$ cat config.mk
export PLATFORM = sky130hd
export DESIGN_NAME = sipo_rx
export DESIGN_NICKNAME = d
export VERILOG_FILES = /design/src/rtl/sipo_pkg.sv /design/src/rtl/sipo_stage.sv /design/src/rtl/sipo_rx.sv
export SDC_FILE = /design/constraint.sdc
export NUM_CORES = 1
export LEC_CHECK = 0
export CAP_MARGIN = 30
export CORE_AREA = 2 2 39 41
export CTS_CLUSTER_SIZE = 14
export DETAILED_ROUTE_END_ITERATION = 8
export DIE_AREA = 0 0 41 43
export GPL_ROUTABILITY_DRIVEN = 0
export HOLD_SLACK_MARGIN = 0.02
export SLEW_MARGIN = 40
export SYNTH_ARGS = -nofsm -noshare
export SYNTH_HDL_FRONTEND = slang
export SYNTH_SLANG_ARGS = --single-unit
$ cat constraint.sdc
create_clock -name clk -period 2.6 [get_ports clk]
set_clock_uncertainty 0.2 [all_clocks]
set_input_delay 0.26 -clock clk [delete_from_list [all_inputs] [get_ports clk]]
set_output_delay 0.26 -clock clk [all_outputs]
set_load 0.02 [all_outputs]
$ cat src/rtl/sipo_pkg.sv
// Shared constants and helpers for the SIPO receiver.
package sipo_pkg;

  localparam int unsigned DEFAULT_WIDTH = 4;

  // Width of the bit counter for a given word width (never below 1 bit).
  function automatic int unsigned cnt_width(input int unsigned width);
    return (width < 2) ? 1 : $clog2(width);
  endfunction

endpackage

$ cat src/rtl/sipo_stage.sv
// One storage bit with load enable and asynchronous clear.
module sipo_stage (
  input  logic clk,
  input  logic clear,
  input  logic en,
  input  logic d,
  output logic q
);

  // Load d when enabled; clear forces 0 immediately.
  always_ff @(posedge clk or posedge clear) begin
    if (clear) begin
      q <= 1'b0;
    end else if (en) begin
      q <= d;
    end
  end

endmodule

$ cat src/rtl/sipo_rx.sv
// Serial-in, parallel-out receiver: frames WIDTH-bit words and hands them
// over through a valid/ack holding register with a sticky overrun flag.
module sipo_rx
  import sipo_pkg::*;
#(
  parameter int unsigned WIDTH = DEFAULT_WIDTH
) (
  input  logic                       clk,
  input  logic                       clear,
  input  logic                       shift_en,
  input  logic                       serial_in,
  input  logic                       sync,
  output logic [0:WIDTH-1]           data_out,
  output logic                       word_valid,
  input  logic                       word_ack,
  output logic                       overrun,
  output logic [cnt_width(WIDTH)-1:0] bit_count
);

  localparam int unsigned     CntW    = cnt_width(WIDTH);
  localparam logic [CntW-1:0] LastBit = CntW'(WIDTH - 1);

  // sr_d is the full word as it stands after this edge's shift: the newest
  // bit sits at index 0 and the oldest at WIDTH-1. Only WIDTH-1 bits of
  // history need storing; the newest bit comes straight from serial_in.
  logic [0:WIDTH-2] sr_q;
  logic [0:WIDTH-1] sr_d;

  logic [CntW-1:0] cnt_q, cnt_d;
  logic            valid_q, valid_d;
  logic            ovr_q, ovr_d;
  logic            complete;
  logic            accept;

  assign sr_d = {serial_in, sr_q};

  for (genvar i = 0; i < WIDTH - 1; i++) begin : g_sr
    sipo_stage u_sr (
      .clk   (clk),
      .clear (clear),
      .en    (shift_en),
      .d     (sr_d[i]),
      .q     (sr_q[i])
    );
  end

  for (genvar i = 0; i < WIDTH; i++) begin : g_out
    sipo_stage u_out (
      .clk   (clk),
      .clear (clear),
      .en    (accept),
      .d     (sr_d[i]),
      .q     (data_out[i])
    );
  end

  // A word completes on the enabled edge that samples the last bit; sync
  // restarts framing, so it never completes a word.
  always_comb begin
    complete = shift_en && !sync && (cnt_q == LastBit);
    accept   = complete && (!valid_q || word_ack);
  end

  // Bit counter next state: sync restarts at 0, counting this edge's bit.
  always_comb begin
    cnt_d = cnt_q;
    if (sync) begin
      cnt_d = shift_en ? CntW'(1) : '0;
    end else if (shift_en) begin
      cnt_d = (cnt_q == LastBit) ? '0 : cnt_q + CntW'(1);
    end
  end

  // Handshake flags: accept sets valid, a lone ack clears it, a dropped word
  // sets the sticky overrun.
  always_comb begin
    valid_d = valid_q;
    ovr_d   = ovr_q;
    if (accept) begin
      valid_d = 1'b1;
    end else if (word_ack && valid_q) begin
      valid_d = 1'b0;
    end
    if (complete && !accept) begin
      ovr_d = 1'b1;
    end
  end

  // Counter and flag registers.
  always_ff @(posedge clk or posedge clear) begin
    if (clear) begin
      cnt_q   <= '0;
      valid_q <= 1'b0;
      ovr_q   <= 1'b0;
    end else begin
      cnt_q   <= cnt_d;
      valid_q <= valid_d;
      ovr_q   <= ovr_d;
    end
  end

  assign bit_count  = cnt_q;
  assign word_valid = valid_q;
  assign overrun    = ovr_q;

endmodule

* After elaboration in Yosys (flattened, before gate mapping)
Index checks and enable logic that the tools add are counted.
Cells by class: $add $sub $neg 1, equal/unequal tests 1, multiplexer cells 6, reductions and logical operators 11
Operators by type and width (number):
- two-way mux 2 bit | 3
- logical AND 1 bit | 5
- nonzero test 2 bit | 2
- zero test 1 bit | 3
- two-way mux 1 bit | 3
- adder 2 x 1 -> 2 bit (second input constant) | 1
- equality test 2 bit (second input constant) | 1
- logical OR 1 bit | 1
Word-level totals: register bits after elaboration 11, bits of input ports 6, output and inout port bits 8, logic and storage cells 29

* Longest topological paths before layout
depth after elaboration 6, gate-level depth with buffers 4, depth with buffers taken out 4

* Cells and area by module
A second synthesis with hierarchy kept.
Second synthesis, totals: cells, all modules 37, area, all modules 488.0 µm²
By module, submodules not included:
- sipo_stage | instances 7, cells an instance 3, area each 43.8 µm², seq. area each 25.0 µm²
- sipo_rx | instances 1, cells an instance 16, area each 181.4 µm², seq. area each 100.1 µm²

* Worst setup path after synthesis
OpenSTA, ideal clock, no wires.
path type register -> register, from register cnt_q[0] (netlist: bit_count[0]), to register g_out[0].u_out.q, setup time 0.125 ns, data arrival time 1.288 ns, data required time 2.275 ns, path slack 0.987 ns, cell stages (with the launch flop) 5, path buffers 0, period minus slack after synthesis 1.613 ns, cell sequence dfrtp_1 > ha_1 > nand3b_4 > nor2b_4 > mux2_2
On the way: word-level cells in the longest chain between the ends 3
RTL lines:
- start: declaration | RTL line sipo_rx.sv:29 | logic [CntW-1:0] cnt_q, cnt_d;
- start signal: assignment | RTL line sipo_rx.sv:96 | cnt_q <= cnt_d;
- equality test 2 bit | RTL line sipo_rx.sv:60 | complete = shift_en && !sync && (cnt_q == LastBit);
- logical AND 1 bit | RTL line sipo_rx.sv:60
- logical AND 1 bit | RTL line sipo_rx.sv:61 | accept = complete && (!valid_q || word_ack);
- end signal: assignment | RTL line sipo_stage.sv:13 | q <= 1'b0;
- end signal: assignment | RTL line sipo_stage.sv:15 | q <= d;
- end: declaration | RTL line sipo_stage.sv:7 | output logic q
Every way passes these cells. A chain may end at the register's enable or synchronous reset.

* Worst setup path in the final report
from register cnt_q[1] (netlist: bit_count[1]), to output port bit_count[1]
RTL lines:
- end: declaration | RTL line sipo_rx.sv:17 | output logic [cnt_width(WIDTH)-1:0] bit_count
No word-level cell between the ends.

==> reports/results.ini <==
[layout]
drive_gt1_share_pct = 24.5
mostFrequentLayoutCells = 13 x clkdlybuf4s50_1, 11 x dfrtp_1, 7 x mux2_2
stdcell_count = 65
layout_commonest_cell = clkdlybuf4s50_1
syn_to_final_growth_pct = 27.2
fin_area_um2 = 632
final_net_count = 57
final_util_pct = 45.7
diodes = 0
n_fill_cell = 123

[sta]
timing.final.ws_setup_ns = 0.876
rsz0062_at_grt = false
max_slew_margin_pct = 72.8
fmaxAchievable_ghz = 0.580
fin_crit_ns = 1.72
setup-violations-final = 0
drv_slew = 0
min_period_over_period_pct = 66.3
fin_tns_setup_ns = 0
worst_pin_slew_ns = 0.408
hold_viol = 0

[drt]
drt_pass1_iterations = 3
via_per_inst = 4.72
ant_nets = 0
routedWlPerCell_um = 12.4
routed_wirelength_um = 807
num_vias = 307
route.detailed.drc = 0
drt_iter0_drc = 5

[grt]
antenna_found_initial = 0
grt_overflow = 0
grt_use_total_pct = 11.9
grt_pass1_wl_um = 1260
grt_max_degree = 12
first_global_vias = 289

[clocking]
post_cts_buffers = 0
cts_buffers = 3
clk_latency_ns = 0.27
htree_levels = 1
clockBufferDepth = 2
ctsResizeCount = 0
clkSlewWorstSetupHoldPaths_ns = 0.07
root_buffer = clkbuf_4
clock-sinks = 11
cts_tree = yes
cts_hold_buf = 0

[place]
numPortBuffers = 13
dpl_cell_area_um2 = 606
dp_slack_ns = 0.686
dp_cells = 61

[die]
die_w_um = 41
pin_count = 14
die_h_um = 43
coreArea_um2 = 1380
die_area_um2 = 1760
rows = 14
start_util_pct = 35.9

[synth]
yosys_warnings = 0
synth_fp_nets = 44
synthXorXnorAreaFrac_pct = 0
synth_top_family_by_area = multiplexers
synthesis.area_um2 = 497
ys_seq_area_share_pct = 55.4
synth_cell_types = 14
synth_mux_area_share_pct = 17.9
synth_compound_area_share_pct = 2.52
synthesis.instances = 37
synth_fa_ha_area_share_pct = 2.52
yosys.area_share.simple_pct = 12.6
synth-seq-cells = 11
syn_avg_cell_area_um2 = 13.4

[pwr]
ir_drop_mv = 0.317
p_per_area_nw_per_um2 = 772
p_leak_nw = 0.306

[worst_setup_path]
crit_family = buffers and inverters
setup.worst_path.class = reg -> out
cp.buffers_inverters = 1
max_stage_delay_ns = 0.62
worstPathArrival_ns = 1.26
crit_slowest_cell = clkdlybuf4s50_1
critPathMaxFanout = 3
end_kind = primary output
cp_cell_sequence = clkdlybuf4s50_1
worstPathRequired_ns = 2.14
critPathLaunchType = register

[hold_path]
hold_path_class = in -> async

[run]
cap_violations = 0

[outcome]
outcome = completed

## cells in the mapped netlist, drive strengths merged
| cell type | instances | share of area (%) |
|---|---|---|
| ha | 1 | 2.5 |
| o21ai | 1 | 1.0 |
| o21bai | 1 | 1.5 |
| inv | 1 | 0.75 |
| nand3b | 1 | 4.0 |
| nor2b | 1 | 2.8 |
| mux2 | 7 | 16 |
| buf | 5 | 8.3 |
| mux2i | 1 | 2.0 |
| nand2 | 3 | 2.3 |
| nor2 | 3 | 2.3 |
| dfrtp | 11 | 55 |
| nand2b | 1 | 1.3 |
## registers in the layout (all words and copies together), names as in the netlist
signal         flops
overrun            1
word_valid         1
g_out.u_out.q      4
bit_count          2
g_sr.u_sr.q        3
## final timing paths
| path | start | to | slack [ns] | depth (start not counted) |
|---|---|---|---|---|
| worst max-delay path | bit_count[1] | bit_count[1] | 0.88 | 1 |
| worst min-delay path | clear | overrun | 0.1 | 2 |
| worst max register to register | bit_count[0] | g_out[0].u_out.q | 1.05 | 4 |
| worst min register to register | overrun | overrun | 0.29 | 1 |
| max in group asynchronous | clear | bit_count[0] | 1.82 | 2 |
| min in group clk | overrun | overrun | 0.29 | 1 |
## per-layer routing
layer,track usage (%),share of wire (%),vias up
met2,14.7,49,11
met5,0,0,-
li1,-,-,144
met1,13.6,43,152
met3,7.85,7.3,0
met4,10.0,0,0
## final cells by class
type                    count  area [um^2]  share of cell area (%)
inverters                   1         3.75                   0.594
multi-input cells          20          176                    27.9
clock buffers               4         26.3                    4.16
flip-flops and latches     11          275                    43.6
repair buffers             13          130                    20.6
well taps                  16         20.0                    3.17
## report_power, final
group	leakage, nW	switching (mW)	internal [mW]
sequential	0.139	0.0203	0.206
clock	0.0150	0.0561	0.0594
combinational	0.152	0.0645	0.0817
total	0.306	0.141	0.347
## logic make-up after synthesis
group,Yosys count
DFF,11
buffers and inverters,6
adders and majority gates,1
and+or+nand+nor,9
AOI/OAI and AO/OA,2
muxes,8
## metrics by stage
stage                     total power, mW  hold WS (ns)
after global routing                0.520         0.123
after floorplan                     0.337       -0.0876
final                               0.488        0.0954
after global placement              0.375         0.265
after CTS                           0.496         0.120
after detailed placement            0.377         0.271
Note: power is estimated with default switching activity, not from simulation.
